[config.mk]
export PLATFORM = sky130hd
export DESIGN_NAME = uart_cmd_ctrl
export DESIGN_NICKNAME = d
export VERILOG_FILES = /design/src/rtl/uart_cmd_ctrl_pkg.sv /design/src/rtl/uart_timeout_ctr.sv /design/src/rtl/uart_cmd_ctrl.sv
export SDC_FILE = /design/constraint.sdc
export NUM_CORES = 1
export LEC_CHECK = 0
export ABC_AREA = 1
export CAP_MARGIN = 20
export CORE_MARGIN = 2
export CORE_UTILIZATION = 30
export DETAILED_ROUTE_END_ITERATION = 8
export SLEW_MARGIN = 20
export SYNTH_ARGS = -nofsm -noshare
export SYNTH_HDL_FRONTEND = slang
export SYNTH_SLANG_ARGS = --single-unit
[constraint.sdc]
create_clock -name i_Clk -period 5 [get_ports i_Clk]
set_clock_uncertainty 0.05 [all_clocks]
set_input_delay 0.5 -clock i_Clk [delete_from_list [all_inputs] [get_ports i_Clk]]
set_output_delay 0.5 -clock i_Clk [all_outputs]
set_load 0.01 [all_outputs]
[src/rtl/uart_cmd_ctrl_pkg.sv]
// Shared types and constants for the UART command controller.
package uart_cmd_ctrl_pkg;

  localparam int unsigned BYTE_W = 8;
  localparam int unsigned DATA_W = 32;

  localparam logic [BYTE_W-1:0] SYNC_BYTE = 8'hA5;
  localparam logic [BYTE_W-1:0] ACK_BYTE  = 8'h06;
  localparam logic [BYTE_W-1:0] NAK_BYTE  = 8'h15;

  typedef enum logic [2:0] {
    ST_IDLE,
    ST_OPC,
    ST_LEN,
    ST_DATA,
    ST_CSUM,
    ST_DISPATCH,
    ST_RESP,
    ST_RESP_WAIT
  } state_t;

endpackage

[src/rtl/uart_timeout_ctr.sv]
// Inter-byte timeout counter: cleared on reload or while disabled, one-cycle expire.
module uart_timeout_ctr #(
  parameter int unsigned TIMEOUT_CLKS = 250000
) (
  input  logic clk,
  input  logic rst,
  input  logic reload,
  input  logic enable,
  output logic expire_c
);

  localparam int unsigned CNT_W = (TIMEOUT_CLKS > 1) ? $clog2(TIMEOUT_CLKS) : 1;

  logic [CNT_W-1:0] cnt;

  // A reload in the same cycle suppresses expiry so the byte wins.
  assign expire_c = enable && !reload && (cnt == CNT_W'(TIMEOUT_CLKS - 1));

  always_ff @(posedge clk or posedge rst) begin
    if (rst) begin
      cnt <= '0;
    end else if (reload || !enable || expire_c) begin
      cnt <= '0;
    end else begin
      cnt <= cnt + CNT_W'(1);
    end
  end

endmodule

[src/rtl/uart_cmd_ctrl.sv]
// Frame decoder for SYNC/OPCODE/LEN/payload/CSUM commands with ACK/NAK response.
module uart_cmd_ctrl
  import uart_cmd_ctrl_pkg::*;
#(
  parameter int unsigned TIMEOUT_CLKS = 250000,
  parameter int unsigned MAX_LEN      = 4
) (
  input  logic        i_Clk,
  input  logic        i_Rst,
  input  logic        i_RX_DV,
  input  logic [7:0]  i_RX_Byte,
  output logic        o_TX_DV,
  output logic [7:0]  o_TX_Byte,
  input  logic        i_TX_Active,
  input  logic        i_TX_Done,
  output logic        o_Cmd_Valid,
  output logic [7:0]  o_Cmd_Opcode,
  output logic [31:0] o_Cmd_Data,
  input  logic        i_Cmd_Ready,
  output logic        o_Busy,
  output logic        o_Err
);

  state_t              state, state_n;
  logic [BYTE_W-1:0]   opcode, opcode_n;
  logic [DATA_W-1:0]   data, data_n;
  logic [BYTE_W-1:0]   len, len_n;
  logic [BYTE_W-1:0]   idx, idx_n;
  logic [BYTE_W-1:0]   csum, csum_n;
  logic [BYTE_W-1:0]   resp, resp_n;
  logic [BYTE_W-1:0]   tx_byte, tx_byte_n;
  logic                tx_dv, tx_dv_n;
  logic                cmd_valid, cmd_valid_n;
  logic                busy, busy_n;
  logic                err, err_n;
  logic                tmo_en_c;
  logic                tmo_expire_c;

  assign tmo_en_c = (state == ST_OPC) || (state == ST_LEN) ||
                    (state == ST_DATA) || (state == ST_CSUM);

  uart_timeout_ctr #(
    .TIMEOUT_CLKS(TIMEOUT_CLKS)
  ) u_timeout (
    .clk      (i_Clk),
    .rst      (i_Rst),
    .reload   (i_RX_DV),
    .enable   (tmo_en_c),
    .expire_c (tmo_expire_c)
  );

  // State and output registers.
  always_ff @(posedge i_Clk or posedge i_Rst) begin
    if (i_Rst) begin
      state     <= ST_IDLE;
      opcode    <= '0;
      data      <= '0;
      len       <= '0;
      idx       <= '0;
      csum      <= '0;
      resp      <= '0;
      tx_byte   <= '0;
      tx_dv     <= 1'b0;
      cmd_valid <= 1'b0;
      busy      <= 1'b0;
      err       <= 1'b0;
    end else begin
      state     <= state_n;
      opcode    <= opcode_n;
      data      <= data_n;
      len       <= len_n;
      idx       <= idx_n;
      csum      <= csum_n;
      resp      <= resp_n;
      tx_byte   <= tx_byte_n;
      tx_dv     <= tx_dv_n;
      cmd_valid <= cmd_valid_n;
      busy      <= busy_n;
      err       <= err_n;
    end
  end

  // Next-state and next-output logic.
  always_comb begin
    state_n   = state;
    opcode_n  = opcode;
    data_n    = data;
    len_n     = len;
    idx_n     = idx;
    csum_n    = csum;
    resp_n    = resp;
    tx_byte_n = tx_byte;
    tx_dv_n   = 1'b0;
    err_n     = 1'b0;

    case (state)
      ST_IDLE: begin
        if (i_RX_DV && (i_RX_Byte == SYNC_BYTE)) begin
          state_n = ST_OPC;
          data_n  = '0;
        end
      end
      ST_OPC: begin
        if (i_RX_DV) begin
          opcode_n = i_RX_Byte;
          csum_n   = i_RX_Byte;
          state_n  = ST_LEN;
        end else if (tmo_expire_c) begin
          state_n = ST_IDLE;
          err_n   = 1'b1;
        end
      end
      ST_LEN: begin
        if (i_RX_DV) begin
          len_n  = i_RX_Byte;
          csum_n = csum ^ i_RX_Byte;
          idx_n  = '0;
          if (i_RX_Byte > BYTE_W'(MAX_LEN)) begin
            resp_n  = NAK_BYTE;
            err_n   = 1'b1;
            state_n = ST_RESP;
          end else if (i_RX_Byte == '0) begin
            state_n = ST_CSUM;
          end else begin
            state_n = ST_DATA;
          end
        end else if (tmo_expire_c) begin
          state_n = ST_IDLE;
          err_n   = 1'b1;
        end
      end
      ST_DATA: begin
        if (i_RX_DV) begin
          data_n[{idx[1:0], 3'b000} +: BYTE_W] = i_RX_Byte;
          csum_n = csum ^ i_RX_Byte;
          idx_n  = idx + BYTE_W'(1);
          if (idx == (len - BYTE_W'(1))) begin
            state_n = ST_CSUM;
          end
        end else if (tmo_expire_c) begin
          state_n = ST_IDLE;
          err_n   = 1'b1;
        end
      end
      ST_CSUM: begin
        if (i_RX_DV) begin
          if (i_RX_Byte == csum) begin
            state_n = ST_DISPATCH;
          end else begin
            resp_n  = NAK_BYTE;
            err_n   = 1'b1;
            state_n = ST_RESP;
          end
        end else if (tmo_expire_c) begin
          state_n = ST_IDLE;
          err_n   = 1'b1;
        end
      end
      ST_DISPATCH: begin
        err_n = i_RX_DV;
        if (cmd_valid && i_Cmd_Ready) begin
          resp_n  = ACK_BYTE;
          state_n = ST_RESP;
        end
      end
      ST_RESP: begin
        err_n = i_RX_DV;
        if (!i_TX_Active) begin
          tx_dv_n   = 1'b1;
          tx_byte_n = resp;
          state_n   = ST_RESP_WAIT;
        end
      end
      ST_RESP_WAIT: begin
        err_n = i_RX_DV;
        if (i_TX_Done) begin
          state_n = ST_IDLE;
        end
      end
      default: begin
        state_n = ST_IDLE;
      end
    endcase

    cmd_valid_n = (state_n == ST_DISPATCH);
    busy_n      = (state_n != ST_IDLE);
  end

  assign o_TX_DV      = tx_dv;
  assign o_TX_Byte    = tx_byte;
  assign o_Cmd_Valid  = cmd_valid;
  assign o_Cmd_Opcode = opcode;
  assign o_Cmd_Data   = data;
  assign o_Busy       = busy;
  assign o_Err        = err;

endmodule

==> reports/metrics.yaml, run 1 <==
netlist_instances: 619
path_class: "input pin to flop"
cts_root_buf: "clkbuf_16"
final_layout_size_suffix_gt1_share_pct: 8.68
synth_area_um2: 4990
grt_pass1_wl_um: 21100
synthFlopType: "dfrtp_1"
port_buffers: 61
maxCapViolations: 0
leakage_nw: 2.71
grt_remaining_overflow: 0
fillers: 1659
worst-path-max-fanout: 13
first_pass_iters: 5
wl_per_cell_um: 13.9
relSlewSlack_pct: 44.3
post_cts.repair.setup_buffers: 0
post-route-min-period_ns: 2.46
power_density_nw_per_um2: 457
place_ws_ns: 2.20
syn_area_per_cell_um2: 8.07
critPathArrivalTime_ns: 2.66
cp_data_required_time_ns: 5.20
clockBufferDepth: 2
drt_wl_total_um: 12500
cts_tree: "done"
drc_errors: 0
critPathMostFrequentCell: "inv_1"
drtIter0Drc: 316
fmax_mhz: 407
htreeDepth: 3
vias: 4170
cts_hold_buf: 0
synth.yosys.seq_area_share_pct: 47.6
synth_edf_count: 0
tightest_slew_ns: 0.834
worst_path_largest_cell_delay_ns: 0.70
multi_input_area_um2: 2250
cts_inserted_buffers: 9
fp.dieW_um: 133
hold_path.class: "flop to flop"
finalHoldViolations: 0
syn_to_final_growth_pct: 22.6
fin_crit_sh_pct: 49.1
worstSkewPairLatency_ns: 0.35
post_cts_resize_count: 0
cp_slowest_cell: "clkdlybuf4s50_1"
antenna_found_initial: 0
diodes: 0
rsz0062_at_grt: "false"
regArea_um2: 2380
ir_drop_mv: 0.278
clkSlewWorstSetupHoldPaths_ns: 0.06
rows: 47
nets: 696
yosysWarnings: 0
grt_pass1_vias: 4059
crit_path_end_kind: "flop"
chipHeight_um: 133
avgViaCountPerCell: 4.63
status: "finished, final reports clean"
worst-path-buf-inv: 3
critPathLaunchType: "input pin"
dieArea_um2: 17700
finalSetupViolCount: 0
ios: 66
cp_top_family: "buffers and inverters"
ys_ff_latch: 95
grt_max_degree: 65
crit_chain: "clkdlybuf4s50_1 > a21oi_2 > inv_1 > nor2_1 > inv_1 > a211oi_1"
fin_tns_setup_ns: 0
dpl.hpwl_um: 9080
fin_util_pct: 37.3
gp_congestion: 0.837
final_antenna_net_count: 0
cts_sinks: 95
grt_use_total_pct: 15.0
synthDistinctLibCells: 39
core_um2: 16400
initial_core_util_pct: 30.4
maxSlewViolCount: 0
worst_slack_ns: 2.54
async_reset_ff_share_pct: 100
==> cells in the mapped netlist (all sizes together) (2+ instances only) <==
cell,count,area share (%)
o41ai,5,1.6
nand4,7,0.88
xor2,12,2.1
nor3,16,1.7
nand2,178,13
inv,73,5.5
o31ai,23,3.7
ha,6,1.5
clkbuf,6,0.45
buf,13,1.6
dfrtp,95,48
xnor2,10,1.8
nand3,30,3.2
nor4,2,0.55
a32o,2,0.40
a31oi,2,0.25
o21ai,38,3.9
nor2,70,6.3
a21oi,23,2.5
==> stage by stage <==
stage / power (mW) / std cells / hold WS (ns) / cell area, um2
2_1_floorplan: 1.74 / 622 / 0.370 / 5000
3_3_place_gp: 2.06 / 885 / 0.386 / 5800
3_5_place_dp: 2.07 / 885 / 0.408 / 5800
4_1_cts: 2.83 / 900 / 0.424 / 6120
5_1_grt: 3.01 / 900 / 0.434 / 6120
6_report: 2.80 / 900 / 0.414 / 6120
==> worst reg2reg max path: cells and delay by family (launching register included) <==
| kind | cells | cell delay [ns] |
|---|---|---|
| simple gates | 3 | 0.84 |
| flops | 1 | 0.51 |
| compound gates | 2 | 0.45 |
| buf+inv | 2 | 0.38 |
==> flip-flops by register name, indices dropped and copies added, names as in the netlist <==
| register | cells |
|---|---|
| resp | 3 |
| o_TX_DV | 1 |
| idx | 8 |
| o_Cmd_Valid | 1 |
| o_TX_Byte | 3 |
| csum | 8 |
| o_Busy | 1 |
| o_Err | 1 |
| state | 3 |
| o_Cmd_Opcode | 8 |
| len | 8 |
| o_Cmd_Data | 32 |
| u_timeout.cnt | 18 |
==> path summary, 6_finish.rpt <==
path / startpoint / to / slack [ns] / cells past startpoint
worst max-delay path: i_RX_DV / u_timeout.cnt[15]$_DFF_PP0_ / 2.54 / 6
worst min-delay path: resp[2]$_DFFE_PP0P_ / resp[2]$_DFFE_PP0P_ / 0.41 / 2
worst max register to register: state[0]$_DFF_PP0_ / u_timeout.cnt[15]$_DFF_PP0_ / 2.68 / 7
worst min register to register: resp[2]$_DFFE_PP0P_ / resp[2]$_DFFE_PP0P_ / 0.41 / 2
max in group asynchronous: i_Rst / o_TX_Byte[0]$_DFFE_PP0P_ / 3.36 / 3
min in group asynchronous: i_Rst / o_Cmd_Opcode[4]$_DFFE_PP0P_ / 0.61 / 2
==> placed cells by master (no fill, tap or decap), types with 3 or more instances in the layout <==
cell type	n
nand2_1	176
dfrtp_1	95
clkdlybuf4s50_1	61
inv_1	60
nor2_1	57
o21ai_0	33
nand3_1	28
o31ai_1	21
a21oi_1	21
nor3_1	15
inv_2	12
xor2_1	12
xnor2_1	10
nor2_2	9
clkbuf_16	9
nand4_1	7
ha_1	6
o41ai_2	5
nor2_4	4
o21ai_1	4
conb_1	4
clkinvlp_4	3
==> cell families (layout without fill, tap and decap cells) <==
logic type / Yosys count / after routing / share of synthesized area, %
XOR/XNOR: 22 / 22 / 3.86
AND/OR/NAND/NOR: 305 / 305 / 26.4
other: 1 / 4 / 0.0751
flip-flops: 95 / 95 / 47.6
adder cells (fa/ha/maj): 6 / 6 / 1.50
AO/OA/AOI/OAI: 97 / 97 / 13.0
buffers and inverters: 93 / 151 / 7.59
==> power breakdown <==
group | total [mW] | switching, mW | leakage, nW | internal, mW
combinational | 0.985 | 0.608 | 1.30 | 0.377
sequential | 1.07 | 0.146 | 1.26 | 0.921
clock | 0.748 | 0.299 | 0.147 | 0.449
total | 2.80 | 1.05 | 2.71 | 1.75
==> routing by layer <==
layer  up-vias  share of wire, %  track usage (%)
met3        15               4.5             3.49
met1      1947                48             20.4
met5         -                 0                0
met2       100                45             23.5
met4         0               2.1             5.38
li1       2108                 -                -
==> layout make-up <==
| type | instances | area share (%) |
|---|---|---|
| Clock buffer | 10 | 3.90 |
| Clock inverter | 5 | 1.35 |
| Inverter | 74 | 4.60 |
| Multi-Input combinational cell | 434 | 36.7 |
| Sequential cell | 95 | 38.8 |
| Tap cell | 220 | 4.50 |
| Timing Repair Buffer | 62 | 10.1 |
Note: power is estimated with default switching activity, not from simulation.
==> run 2, diff against run 1 <==
- clock period: 5 -> 2.4 ns (I/O delays scaled with it)
==> run 2 against run 1 <==
Sequential share of layout area decreased by 0.81 points. Design area increased by 2.1%. Critical path depth shrank 1. Utilization increased by 0.79 points. Combinational power increased by 120%. Critical path type is now flop to flop. Largest power group unchanged.
==> reports/metrics.yaml, run 2 (synthesized netlist as in run 1, its figures left out) <==
maxSlewViolCount: 0
wl_per_cell_um: 13.9
clkSlewWorstSetupHoldPaths_ns: 0.07
rsz0062_at_grt: "false"
finalSetupViolCount: 0
ff2ff_setup_slack_ns: 0.34
cp_slowest_cell: "nor3_1"
syn_to_final_growth_pct: 25.2
chipHeight_um: 133
worst-path-max-fanout: 6
cts_sinks: 95
grt_use_total_pct: 15.3
critPathLaunchType: "flop"
cp_top_family: "simple AND/OR/NAND/NOR gates"
avgViaCountPerCell: 4.57
gp_congestion: 0.836
cts_inserted_buffers: 9
path_class: "flop to flop"
fin_crit_sh_pct: 86.0
grt_pass1_wl_um: 21300
ir_drop_mv: 0.495
grt_remaining_overflow: 0
initial_core_util_pct: 30.4
worstSkewPairLatency_ns: 0.35
drc_errors: 0
fmax_mhz: 484
cts_tree: "done"
grt_pass1_vias: 4011
antenna_found_initial: 0
critPathMostFrequentCell: "inv_1"
critPathArrivalTime_ns: 2.26
diodes: 0
design_power_total_mw: 5.87
maxCapViolations: 0
power_density_nw_per_um2: 939
place_ws_ns: 0.204
crit_path_end_kind: "flop"
hold_path.class: "input pin to asynchronous set/reset pin"
clockBufferDepth: 2
drtIter0Drc: 273
fin_util_pct: 38.1
rows: 47
tightest_slew_ns: 0.525
status: "finished, final reports clean"
largest_reg_flops: 32
grt_max_degree: 96
worst-path-buf-inv: 2
first_pass_iters: 4
post-route-cell-area_um2: 6250
final_cells: 920
fp.dieW_um: 133
port_buffers: 61
post_cts_resize_count: 0
leakage_nw: 2.80
htreeDepth: 3
drt_wl_total_um: 12800
worst_slack_ns: 0.336
post_cts.repair.setup_buffers: 0
ios: 66
final_layout_size_suffix_gt1_share_pct: 11.1
place_inst: 904
finalHoldViolations: 0
vias: 4204
cts_hold_buf: 0
finalHoldWorstSlack_ns: 0.315
relSlewSlack_pct: 65.0
dpl.hpwl_um: 9400
worst_path_largest_cell_delay_ns: 0.46
final_antenna_net_count: 0
final_cell_mix: "nand2_1 (176), dfrtp_1 (95), clkdlybuf4s50_1 (61)"
dieArea_um2: 17700
core_um2: 16400
nets: 715
place_area_um2: 5960
final_common_cell: "nand2_1"
fin_tns_setup_ns: 0
post-route-min-period_ns: 2.06
crit_chain: "inv_1 > ha_1 > nor3_1 > inv_1 > o31ai_1"
cts_root_buf: "clkbuf_16"
cp_data_required_time_ns: 2.60
run 2: cell types whose count changed in the layout (fill, tap and decap cells not counted), sizes merged:
cell	before	now
buf	1	20
bufinv	2	1
clkinv	1	3
clkinvlp	3	1
inv	73	75
run 2: routing by layer:
metal | routed length (um) | track usage, % | part of all wire (%)
met5 | 0 | 0 | 0
met4 | 233 | 4.96 | 1.8
met3 | 514 | 3.22 | 4.0
met2 | 5890 | 23.1 | 46
met1 | 6180 | 21.8 | 48
run 2: tightest hold or removal path: stages:
cell and delay [ns]:
clkdlybuf4s50_1 0.44, clkinvlp_4 0.10, buf_12 0.38
run 2: path summary, 6_finish.rpt:
| path | startpoint | end | cells after the start |
|---|---|---|---|
| worst max register to register | idx[1]$_DFFE_PP0P_ | o_Cmd_Data[31]$_DFFE_PP0P_ | 5 |
| max in group asynchronous | i_Rst | idx[1]$_DFFE_PP0P_ | 3 |
| worst max-delay path | idx[1]$_DFFE_PP0P_ | o_Cmd_Data[31]$_DFFE_PP0P_ | 5 |
| min in group i_Clk | resp[2]$_DFFE_PP0P_ | resp[2]$_DFFE_PP0P_ | 2 |
| worst min-delay path | i_Rst | u_timeout.cnt[7]$_DFF_PP0_ | 3 |
| worst min register to register | resp[2]$_DFFE_PP0P_ | resp[2]$_DFFE_PP0P_ | 2 |
run 2: layout make-up:
class                           count  area [um2]
Inverter                           74         283
Sequential cell                    95        2380
Multi-Input combinational cell    434        2250
Timing Repair Buffer               81         773
Tap cell                          220         275
Clock buffer                       10         229
Clock inverter                      6        66.3
Fill cell                        1701       10200
run 2: power breakdown:
| group | switching, mW | leakage [nW] | internal, mW | total (mW) |
|---|---|---|---|---|
| clock | 0.658 | 0.148 | 0.817 | 1.48 |
| combinational | 1.33 | 1.39 | 0.856 | 2.19 |
| sequential | 0.287 | 1.26 | 1.92 | 2.21 |
| total | 2.28 | 2.80 | 3.59 | 5.87 |
